### config.mk
export PLATFORM = sky130hd
export DESIGN_NAME = mem_port_arbiter_flat
export DESIGN_NICKNAME = d
export VERILOG_FILES = /design/src/rtl/mem_arb_pkg.sv /design/src/rtl/mem_port_arbiter_if.sv /design/src/rtl/arb_pick2.sv /design/src/rtl/mem_port_arbiter.sv /design/src/flat_wrapper.sv
export SDC_FILE = /design/constraint.sdc
export NUM_CORES = 1
export LEC_CHECK = 0
export BUFFER_PORTS_ARGS = -buffer_cell sky130_fd_sc_hd__clkbuf_2
export CORE_MARGIN = 1
export CORE_UTILIZATION = 43
export DETAILED_ROUTE_END_ITERATION = 7
export MAX_ROUTING_LAYER = met4
export PLACE_DENSITY_LB_ADDON = 0.08
export SLEW_MARGIN = 40
export SYNTH_ARGS = -nofsm -noshare
export SYNTH_HDL_FRONTEND = slang
export SYNTH_SLANG_ARGS = --single-unit
### constraint.sdc
create_clock -name clk -period 1.8 [get_ports clk]
set_clock_uncertainty 0.15 [all_clocks]
set_input_delay 0.27 -clock clk [delete_from_list [all_inputs] [get_ports clk]]
set_output_delay 0.27 -clock clk [all_outputs]
set_load 0.005 [all_outputs]
### src/rtl/mem_arb_pkg.sv
// rtl/mem_arb_pkg.sv - shared FSM encoding and requester indices for mem_port_arbiter
package mem_arb_pkg;

  typedef enum logic [1:0] {
    ST_IDLE  = 2'd0,
    ST_ISSUE = 2'd1,
    ST_RESP  = 2'd2
  } arb_state_e;

  localparam logic REQ_CPU = 1'b0;
  localparam logic REQ_LDR = 1'b1;

  function automatic logic [1:0] idx_to_onehot(input logic idx);
    return idx ? 2'b10 : 2'b01;
  endfunction

endpackage

### src/rtl/mem_port_arbiter_if.sv
// rtl/mem_port_arbiter_if.sv - requester and memory-side signals of mem_port_arbiter
interface mem_port_arbiter_if #(
  parameter int DATA_WIDTH = 32,
  parameter int ADDR_WIDTH = 10
);
  logic                  req0;
  logic                  we0;
  logic [ADDR_WIDTH-1:0] addr0;
  logic [DATA_WIDTH-1:0] wdata0;
  logic                  ack0;
  logic [DATA_WIDTH-1:0] rdata0;

  logic                  req1;
  logic                  we1;
  logic [ADDR_WIDTH-1:0] addr1;
  logic [DATA_WIDTH-1:0] wdata1;
  logic                  ack1;
  logic [DATA_WIDTH-1:0] rdata1;

  logic                  mem_en;
  logic                  mem_we;
  logic [ADDR_WIDTH-1:0] mem_addr;
  logic [DATA_WIDTH-1:0] mem_wdata;
  logic [DATA_WIDTH-1:0] mem_rdata;

  logic [1:0]            grant;

  modport slave (
    input  req0, we0, addr0, wdata0, req1, we1, addr1, wdata1, mem_rdata,
    output ack0, rdata0, ack1, rdata1, mem_en, mem_we, mem_addr, mem_wdata, grant
  );

  modport master (
    output req0, we0, addr0, wdata0, req1, we1, addr1, wdata1, mem_rdata,
    input  ack0, rdata0, ack1, rdata1, mem_en, mem_we, mem_addr, mem_wdata, grant
  );
endinterface

### src/rtl/arb_pick2.sv
// rtl/arb_pick2.sv - combinational 2-way pick; on a tie the requester other than last_grant wins
module arb_pick2
  import mem_arb_pkg::*;
(
  input  logic [1:0] req,
  input  logic       last_grant,
  output logic       any,
  output logic       winner
);

  always_comb begin
    any    = |req;
    winner = REQ_CPU;
    case (req)
      2'b01:   winner = REQ_CPU;
      2'b10:   winner = REQ_LDR;
      2'b11:   winner = ~last_grant;
      default: winner = REQ_CPU;
    endcase
  end

endmodule

### src/rtl/mem_port_arbiter.sv
// rtl/mem_port_arbiter.sv - two-requester single-port memory arbiter (IDLE/ISSUE/RESP)
// Define ARB_ROUND_ROBIN_EN for round-robin ties; default build gives requester 0 fixed priority.
module mem_port_arbiter
  import mem_arb_pkg::*;
#(
  parameter int DATA_WIDTH = 32,
  parameter int ADDR_WIDTH = 10
) (
  input logic               clk,
  input logic               rst_n,
  mem_port_arbiter_if.slave bus
);

  arb_state_e            state;
  logic                  sel;
  logic                  sel_we;
  logic [1:0]            grant_q;
  logic                  mem_en_q;
  logic                  mem_we_q;
  logic [ADDR_WIDTH-1:0] mem_addr_q;
  logic [DATA_WIDTH-1:0] mem_wdata_q;
  logic                  ack0_q;
  logic                  ack1_q;
  logic [DATA_WIDTH-1:0] rdata0_q;
  logic [DATA_WIDTH-1:0] rdata1_q;
  logic                  pick_any;
  logic                  pick_idx;
  logic                  tie_ptr;

  arb_pick2 u_pick (
    .req        ({bus.req1, bus.req0}),
    .last_grant (tie_ptr),
    .any        (pick_any),
    .winner     (pick_idx)
  );

`ifdef ARB_ROUND_ROBIN_EN
  logic last_grant;

  // Resetting to the loader makes requester 0 win the first tie.
  always_ff @(posedge clk) begin
    if (!rst_n) begin
      last_grant <= REQ_LDR;
    end else if (state == ST_RESP) begin
      last_grant <= sel;
    end
  end

  assign tie_ptr = last_grant;
`else
  assign tie_ptr = REQ_LDR;
`endif

  always_ff @(posedge clk) begin
    if (!rst_n) begin
      state       <= ST_IDLE;
      sel         <= REQ_CPU;
      sel_we      <= 1'b0;
      grant_q     <= 2'b00;
      mem_en_q    <= 1'b0;
      mem_we_q    <= 1'b0;
      mem_addr_q  <= '0;
      mem_wdata_q <= '0;
      ack0_q      <= 1'b0;
      ack1_q      <= 1'b0;
      rdata0_q    <= '0;
      rdata1_q    <= '0;
    end else begin
      case (state)
        ST_IDLE: begin
          if (pick_any) begin
            state       <= ST_ISSUE;
            sel         <= pick_idx;
            sel_we      <= pick_idx ? bus.we1 : bus.we0;
            grant_q     <= idx_to_onehot(pick_idx);
            mem_en_q    <= 1'b1;
            mem_we_q    <= pick_idx ? bus.we1 : bus.we0;
            mem_addr_q  <= pick_idx ? bus.addr1 : bus.addr0;
            mem_wdata_q <= pick_idx ? bus.wdata1 : bus.wdata0;
          end
        end
        ST_ISSUE: begin
          state       <= ST_RESP;
          grant_q     <= 2'b00;
          mem_en_q    <= 1'b0;
          mem_we_q    <= 1'b0;
          mem_addr_q  <= '0;
          mem_wdata_q <= '0;
          ack0_q      <= (sel == REQ_CPU);
          ack1_q      <= (sel == REQ_LDR);
        end
        ST_RESP: begin
          state  <= ST_IDLE;
          ack0_q <= 1'b0;
          ack1_q <= 1'b0;
          if (!sel_we) begin
            if (sel == REQ_LDR) rdata1_q <= bus.mem_rdata;
            else                rdata0_q <= bus.mem_rdata;
          end
        end
        default: state <= ST_IDLE;
      endcase
    end
  end

  assign bus.grant     = grant_q;
  assign bus.mem_en    = mem_en_q;
  assign bus.mem_we    = mem_we_q;
  assign bus.mem_addr  = mem_addr_q;
  assign bus.mem_wdata = mem_wdata_q;
  assign bus.ack0      = ack0_q;
  assign bus.ack1      = ack1_q;

  // Memory data arrives in the ack cycle itself, so it is forwarded then and held afterwards.
  assign bus.rdata0 = (ack0_q && !sel_we) ? bus.mem_rdata : rdata0_q;
  assign bus.rdata1 = (ack1_q && !sel_we) ? bus.mem_rdata : rdata1_q;

endmodule
### src/flat_wrapper.sv
// flat-port wrapper written by rule: the top's interface ports become plain ports
module mem_port_arbiter_flat import mem_arb_pkg::*;
#(
  parameter int DATA_WIDTH = 32,
  parameter int ADDR_WIDTH = 10
)
  (clk, rst_n, bus_req0, bus_we0, bus_addr0, bus_wdata0, bus_req1, bus_we1, bus_addr1, bus_wdata1, bus_mem_rdata, bus_ack0, bus_rdata0, bus_ack1, bus_rdata1, bus_mem_en, bus_mem_we, bus_mem_addr, bus_mem_wdata, bus_grant);
  mem_port_arbiter_if #(.DATA_WIDTH(DATA_WIDTH), .ADDR_WIDTH(ADDR_WIDTH)) bus_i ();
  input logic clk;
  input logic rst_n;
  input wire logic [$bits(bus_i.req0)-1:0] bus_req0;
  input wire logic [$bits(bus_i.we0)-1:0] bus_we0;
  input wire logic [$bits(bus_i.addr0)-1:0] bus_addr0;
  input wire logic [$bits(bus_i.wdata0)-1:0] bus_wdata0;
  input wire logic [$bits(bus_i.req1)-1:0] bus_req1;
  input wire logic [$bits(bus_i.we1)-1:0] bus_we1;
  input wire logic [$bits(bus_i.addr1)-1:0] bus_addr1;
  input wire logic [$bits(bus_i.wdata1)-1:0] bus_wdata1;
  input wire logic [$bits(bus_i.mem_rdata)-1:0] bus_mem_rdata;
  output wire logic [$bits(bus_i.ack0)-1:0] bus_ack0;
  output wire logic [$bits(bus_i.rdata0)-1:0] bus_rdata0;
  output wire logic [$bits(bus_i.ack1)-1:0] bus_ack1;
  output wire logic [$bits(bus_i.rdata1)-1:0] bus_rdata1;
  output wire logic [$bits(bus_i.mem_en)-1:0] bus_mem_en;
  output wire logic [$bits(bus_i.mem_we)-1:0] bus_mem_we;
  output wire logic [$bits(bus_i.mem_addr)-1:0] bus_mem_addr;
  output wire logic [$bits(bus_i.mem_wdata)-1:0] bus_mem_wdata;
  output wire logic [$bits(bus_i.grant)-1:0] bus_grant;
  assign bus_i.req0 = bus_req0;
  assign bus_i.we0 = bus_we0;
  assign bus_i.addr0 = bus_addr0;
  assign bus_i.wdata0 = bus_wdata0;
  assign bus_i.req1 = bus_req1;
  assign bus_i.we1 = bus_we1;
  assign bus_i.addr1 = bus_addr1;
  assign bus_i.wdata1 = bus_wdata1;
  assign bus_i.mem_rdata = bus_mem_rdata;
  assign bus_ack0 = bus_i.ack0;
  assign bus_rdata0 = bus_i.rdata0;
  assign bus_ack1 = bus_i.ack1;
  assign bus_rdata1 = bus_i.rdata1;
  assign bus_mem_en = bus_i.mem_en;
  assign bus_mem_we = bus_i.mem_we;
  assign bus_mem_addr = bus_i.mem_addr;
  assign bus_mem_wdata = bus_i.mem_wdata;
  assign bus_grant = bus_i.grant;
  mem_port_arbiter #(.DATA_WIDTH(DATA_WIDTH), .ADDR_WIDTH(ADDR_WIDTH)) u_core (.clk(clk), .rst_n(rst_n), .bus(bus_i));
endmodule
* Word level (Yosys, flattened, before mapping)
Index checks and enable logic that the tools add are counted.
** Cells by class
- Bitwise operators :: 2
- Reductions and logical operators :: 11
- Multiplexer cells :: 21
- Equal/unequal tests :: 4
** Operators with widths (count)
- $mux W32 :: 4
- $pmux W32 S2 :: 1
- $mux W10 :: 2
- $pmux W10 S2 :: 1
- $pmux W1 S2 :: 4
- $pmux W2 S2 :: 2
- $mux W2 :: 3
- $reduce_and A3 Y1 :: 2
- $eq A2 B2 Y1 const B :: 2
- $mux W1 :: 4
- $reduce_and A2 Y1 :: 2
- $reduce_bool A2 Y1 :: 2
- $eq A2 B1 Y1 const B :: 1
- $logic_and A1 B1 Y1 :: 2
- $logic_not A2 Y1 :: 1
- $ne A2 B1 Y1 const B :: 1
- $not A1 Y1 :: 2
- $reduce_or A2 Y1 :: 1
- $logic_not A1 Y1 :: 1
** Word-level totals
- Logic and storage cells :: 50
- Register bits after elaboration :: 116
- Input bits :: 122

* Longest topological paths before layout
- Word-level depth :: 5
- Depth in mapped cells :: 8

* By module
Synthesis repeated with hierarchy kept, for this count alone.
** Unflattened totals
- Cells, all modules :: 517
- Area total of the unflattened synthesis :: 5330.1 um^2
** Modules (own cells, without submodules)
- mem_port_arbiter :: sequential area each 2322.2 um^2, cells an instance 515, times used 1, area an instance 5316.3 um^2
- arb_pick2 :: sequential area each 0.0 um^2, cells an instance 2, times used 1, area an instance 13.8 um^2

* Worst setup path after synthesis
No wires, ideal clock.
- Path type :: register -> register
- Start point :: reg u_core.state[0]
- End point :: reg u_core.mem_addr_q[0] (netlist: u_core.bus.mem_addr[0])
- Arrival :: 1.476 ns
- Path buffers :: 3
- Required time :: 1.531 ns
- Clock period less this slack :: 1.745 ns
- Cell stages (with the launch flop) :: 9
- Setup slack :: 0.055 ns
- Path through :: dfxtp_1 > inv_1 > ha_1 > buf_6 > nor3b_4 > o21a_1 > buf_6 > buf_12 > o2bb2ai_2
** Between the ends
- Cells in the longest elaborated chain, start to end :: 3
** Ends and longest elaborated chain
- start, declared :: RTL line mem_port_arbiter.sv:14 : arb_state_e state;
- start signal, assigned :: RTL line mem_port_arbiter.sv:56 : state <= ST_IDLE;
- start signal, assigned :: RTL line mem_port_arbiter.sv:72 : state <= ST_ISSUE;
- start signal, assigned :: RTL line mem_port_arbiter.sv:83 : state <= ST_RESP;
- $eq A2 B1 Y1 / $logic_not A2 Y1 (equally long branches) :: RTL line mem_port_arbiter.sv:69 : case (state)
- $reduce_bool A2 Y1 (no line) / $ne A2 B1 Y1 (equally long branches)
- $reduce_and A2 Y1 (no line)
- end signal, assigned :: RTL line mem_port_arbiter.sv:78 : mem_addr_q <= pick_idx ? bus.addr1 : bus.addr0;
- end, declared :: RTL line mem_port_arbiter.sv:20 : logic [ADDR_WIDTH-1:0] mem_addr_q;
Several ways; a longest one is shown, not always the timed one.
A chain may end at the register's enable or synchronous reset.

* Worst setup path in the final report
- Start point :: reg u_core.sel_we
- End point :: out bus_rdata0[1]
** Between the ends
- Cells in the longest elaborated chain, start to end :: 3
** Ends and longest elaborated chain
- start, declared :: RTL line mem_port_arbiter.sv:16 : logic sel_we;
- start signal, assigned :: RTL line mem_port_arbiter.sv:74 : sel_we <= pick_idx ? bus.we1 : bus.we0;
- $logic_not A1 Y1
- $logic_and A1 B1 Y1 :: RTL line mem_port_arbiter.sv:115 : assign bus.rdata0 = (ack0_q && !sel_we) ? bus.mem_rdata : rdata0_q;
- $mux W32 :: RTL line mem_port_arbiter.sv:115
- end, declared :: RTL line flat_wrapper.sv:21 : output wire logic [$bits(bus_i.rdata0)-1:0] bus_rdata0;
Every way passes these cells.

==> load_flow_metrics.sql <==
INSERT INTO impl_metrics (metric_group, metric, value, unit) VALUES
('outcome', 'status', 'finished with violations', ''),
('outcome', 'failing_checks', 'setup timing', ''),
('layout', 'num-fill-cells', '947', ''),
('grt', 'pin_count_of_the_biggest_net_entering_global_routing', '44', ''),
('worst_setup_path', 'worst-setup-path-type', 'reg -> out', ''),
('route', 'firstDrtPassIters', '5', ''),
('grt', 'grt_pass1_wl', '24.17', 'mm'),
('sta', 'rsz0062_at_grt', 'true', ''),
('layout', 'ff_latch_area', '2327', 'µm²'),
('route', 'drc_errors', '0', ''),
('cts', 'clk_pin_slew_worst_paths', '50', 'ps'),
('pwr', 'max_ir_drop_vdd', '484.3', 'µV'),
('floorplan', 'initial_core_util', '0.4417', ''),
('logic_synthesis', 'postSynthAreaPerCell', '9.559', 'µm²'),
('logic_synthesis', 'synth_top_family_by_area', 'compound AO/OA/AOI/OAI gates', ''),
('worst_setup_path', 'critPathLaunchType', 'register', ''),
('sta', 'timing_worst_slew_pin_value', '303.9', 'ps'),
('cts', 'clock_path_buffers', '2', ''),
('worst_setup_path', 'timing.critical_path.cells', 'nand2b_4 > buf_12 > mux2_2 > clkbuf_2', ''),
('route', 'ant_nets', '0', ''),
('route', 'post_drt_wl_per_cell', '15.32', 'µm'),
('cts', 'clock_latency_late_sink', '400', 'ps'),
('cts', 'htree_num_levels', '4', ''),
('logic_synthesis', 'postSynthCellCount', '555', ''),
('hold_path', 'worst_hold_path_type', 'in -> reg', ''),
('logic_synthesis', 'seq_area_frac_synth', '0.4377', ''),
('grt', 'antenna_violations_before_repair', '0', ''),
('sta', 'setup_viol', '64', ''),
('cts', 'cts.sink_count', '116', ''),
('logic_synthesis', 'post_synth_adder_cell_area', '0.01179', ''),
('logic_synthesis', 'top_area_cell_type_share_of_the_netlist_area', '0.4377', ''),
('floorplan', 'die_height', '113.1', 'µm'),
('worst_setup_path', 'rrSetupSlack', '150', 'ps'),
('route', 'route.final.wire_length', '15.26', 'mm'),
('cts', 'cts-buffers-inserted', '17', ''),
('layout', 'antennaDiodeCount', '0', ''),
('pwr', 'pwr_density_cell', '990.3', 'nW/µm²'),
('logic_synthesis', 'ys.flop_type', 'dfxtp_1', ''),
('worst_setup_path', 'critical_path.max_stage_delay', '360', 'ps'),
('worst_setup_path', 'ff2ff_path_depth', '6', ''),
('sta', 'finalWorstPathRequiredPeriod', '2028', 'ps'),
('logic_synthesis', 'synth_edf_count', '0', ''),
('worst_setup_path', 'cp_data_arrival_time', '1610', 'ps'),
('logic_synthesis', 'dominant_cell_type_by_area_after_synthesis', 'dfxtp_1', ''),
('worst_setup_path', 'reg_to_reg_end', 'u_core.rdata0_q[19]', ''),
('placement', 'pre_cts_ws', '97.68', 'ps'),
('logic_synthesis', 'syn_area', '5305', 'µm²'),
('worst_setup_path', 'timing.critical_path.fanout_max', '16', ''),
('placement', 'numPortBuffers', '233', ''),
('worst_setup_path', 'required', '1380', 'ps'),
('layout', 'area.growth.synth_to_final', '52.29', '%'),
('sta', 'total_count_of_max_transition_violations_in_the_final_report', '0', ''),
('floorplan', 'num_rows', '40', ''),
('logic_synthesis', 'synthMuxAreaShare', '0.1415', ''),
('sta', 'setup_slack', '-227.9', 'ps'),
('layout', 'multi_input_area', '2868', 'µm²'),
('floorplan', 'fp.coreArea', '12010', 'µm²'),
('cts', 'clock-root-buffer', 'clkbuf_16', ''),
('job', 'cap_violations', '0', ''),
('layout', 'fin_cells', '996', ''),
('pwr', 'p_leak', '3.607', 'nW'),
('logic_synthesis', 'synth_xor_area_frac', '0', ''),
('hold_path', 'hold_sp', 'bus_wdata1[22]', ''),
('logic_synthesis', 'yosys_warnings', '0', ''),
('logic_synthesis', 'synth.area.top_cells', 'dfxtp_1 44%, mux2_2 13%, nand2_1 9.1%, a21oi_1 6.4%, a22oi_1 6.1%', ''),
('pwr', 'power.total', '8.001', 'mW'),
('placement', 'gpl.final_weighted_congestion', '0.7461', ''),
('logic_synthesis', 'synth-compound-area-share', '0.2340', ''),
('cts', 'tritoncts_clock_tree', 'done', ''),
('logic_synthesis', 'synth_seq_cells', '116', ''),
('worst_setup_path', 'worst_setup_path_end_kind', 'output pin', '');
[report_power, final]
| group | internal, mW | switching (mW) |
|---|---|---|
| clock network | 2.48 | 1.13 |
| logic | 0.816 | 0.720 |
| registers | 2.74 | 0.111 |
| total | 6.04 | 1.96 |
[cells by family after synthesis]
logic type	count (synthesis)
compound gates	164
simple gates	148
flops	116
mux	67
buf+inv	55
fa+ha+maj	5
[flip-flops by register name, summed over array words and instances, names as in the netlist, 2 cells and up]
name / cells
u_core.bus.grant: 2
u_core.bus.mem_addr: 10
u_core.bus.mem_wdata: 32
u_core.rdata0_q: 32
u_core.rdata1_q: 32
u_core.state: 2
[through the flow]
stage | setup TNS, ps | hold WS (ps) | instance area [µm²] | util
global placement | 0 | 288.8 | 6695 | 0.5574
CTS | -14900 | 0.6586 | 8028 | 0.6683
global route | -15870 | 8.175 | 8079 | 0.6726
detailed placement | 0 | 296.0 | 6695 | 0.5574
floorplan | 0 | 256.0 | 5305 | -
finish | -12220 | 18.84 | 8079 | 0.6726
[timing repair]
action | 4_1_cts | 5_1_grt
setup buffers | 3 | 0
gates resized for setup | 27 | 28
gates cloned | 2 | 0
endpoints found under the hold margin | 82 | 0
endpoints found under the setup margin | 64 | 86
hold buffers | 52 | 0
[Yosys cell counts (2+ instances only)]
library cell,number
a21oi_1,68
buf_6,2
buf_12,4
nand2_1,129
clkbuf_1,24
inv_1,4
mux2i_1,3
o2bb2ai_2,20
a22oi_1,43
ha_1,5
o211ai_1,2
nand2b_1,3
mux2_2,60
buf_2,20
mux2_1,4
nor2b_1,3
o2bb2ai_1,23
o21a_1,2
dfxtp_1,116
nand3b_1,2
nor2_1,6
[worst max path at each step]
stage                    startpoint                  endpoint  slack (ps)  depth (start not counted)
CTS                 u_core.bus.ack1             bus_rdata1[6]        -260                          5
global route          u_core.sel_we            bus_rdata1[13]        -280                          4
finish                u_core.sel_we             bus_rdata0[1]        -230                          4
global placement    u_core.state[0]   u_core.bus.mem_wdata[3]         130                          6
detailed placement  u_core.state[0]  u_core.bus.mem_wdata[31]         100                          6
floorplan           u_core.state[0]    u_core.bus.mem_addr[0]          60                          8
[final cells by class]
cell class	count	share of cell area
clock buffer	22	0.06117
multi-input combinational	384	0.3550
inverter	5	0.002323
tap	147	0.02277
sequential	116	0.2881
clock inverter	10	0.01858
timing repair buffer	312	0.2521
[routing by layer]
metal / wire length [µm] / track usage / share of wire
met4: 337 / 0.1026 / 0.022
met5: 0 / - / 0
met3: 842 / 0.05731 / 0.055
met2: 7639 / 0.4237 / 0.50
met1: 6443 / 0.2717 / 0.42
[critical path: cells and delay by family, from the launching register on]
| kind | cells | cell delay [ps] |
|---|---|---|
| buf+inv | 2 | 300 |
| simple gates | 1 | 170 |
| mux | 1 | 360 |
| flops | 1 | 360 |
[cells in the final DEF, fill, tap and decap left out, types with 6 or more instances in the layout]
cell type      instances
a21oi_1               68
nand2_1              128
clkbuf_16             17
clkbuf_2             233
buf_4                 13
a22oi_1               43
mux2_2                20
buf_12                 9
o2bb2ai_1             23
clkinv_2               6
dfxtp_1              114
mux2_4                43
nor2_1                 6
o2bb2ai_2             20
dlygate4sd3_1         52
(Power assumes the default switching activity.)
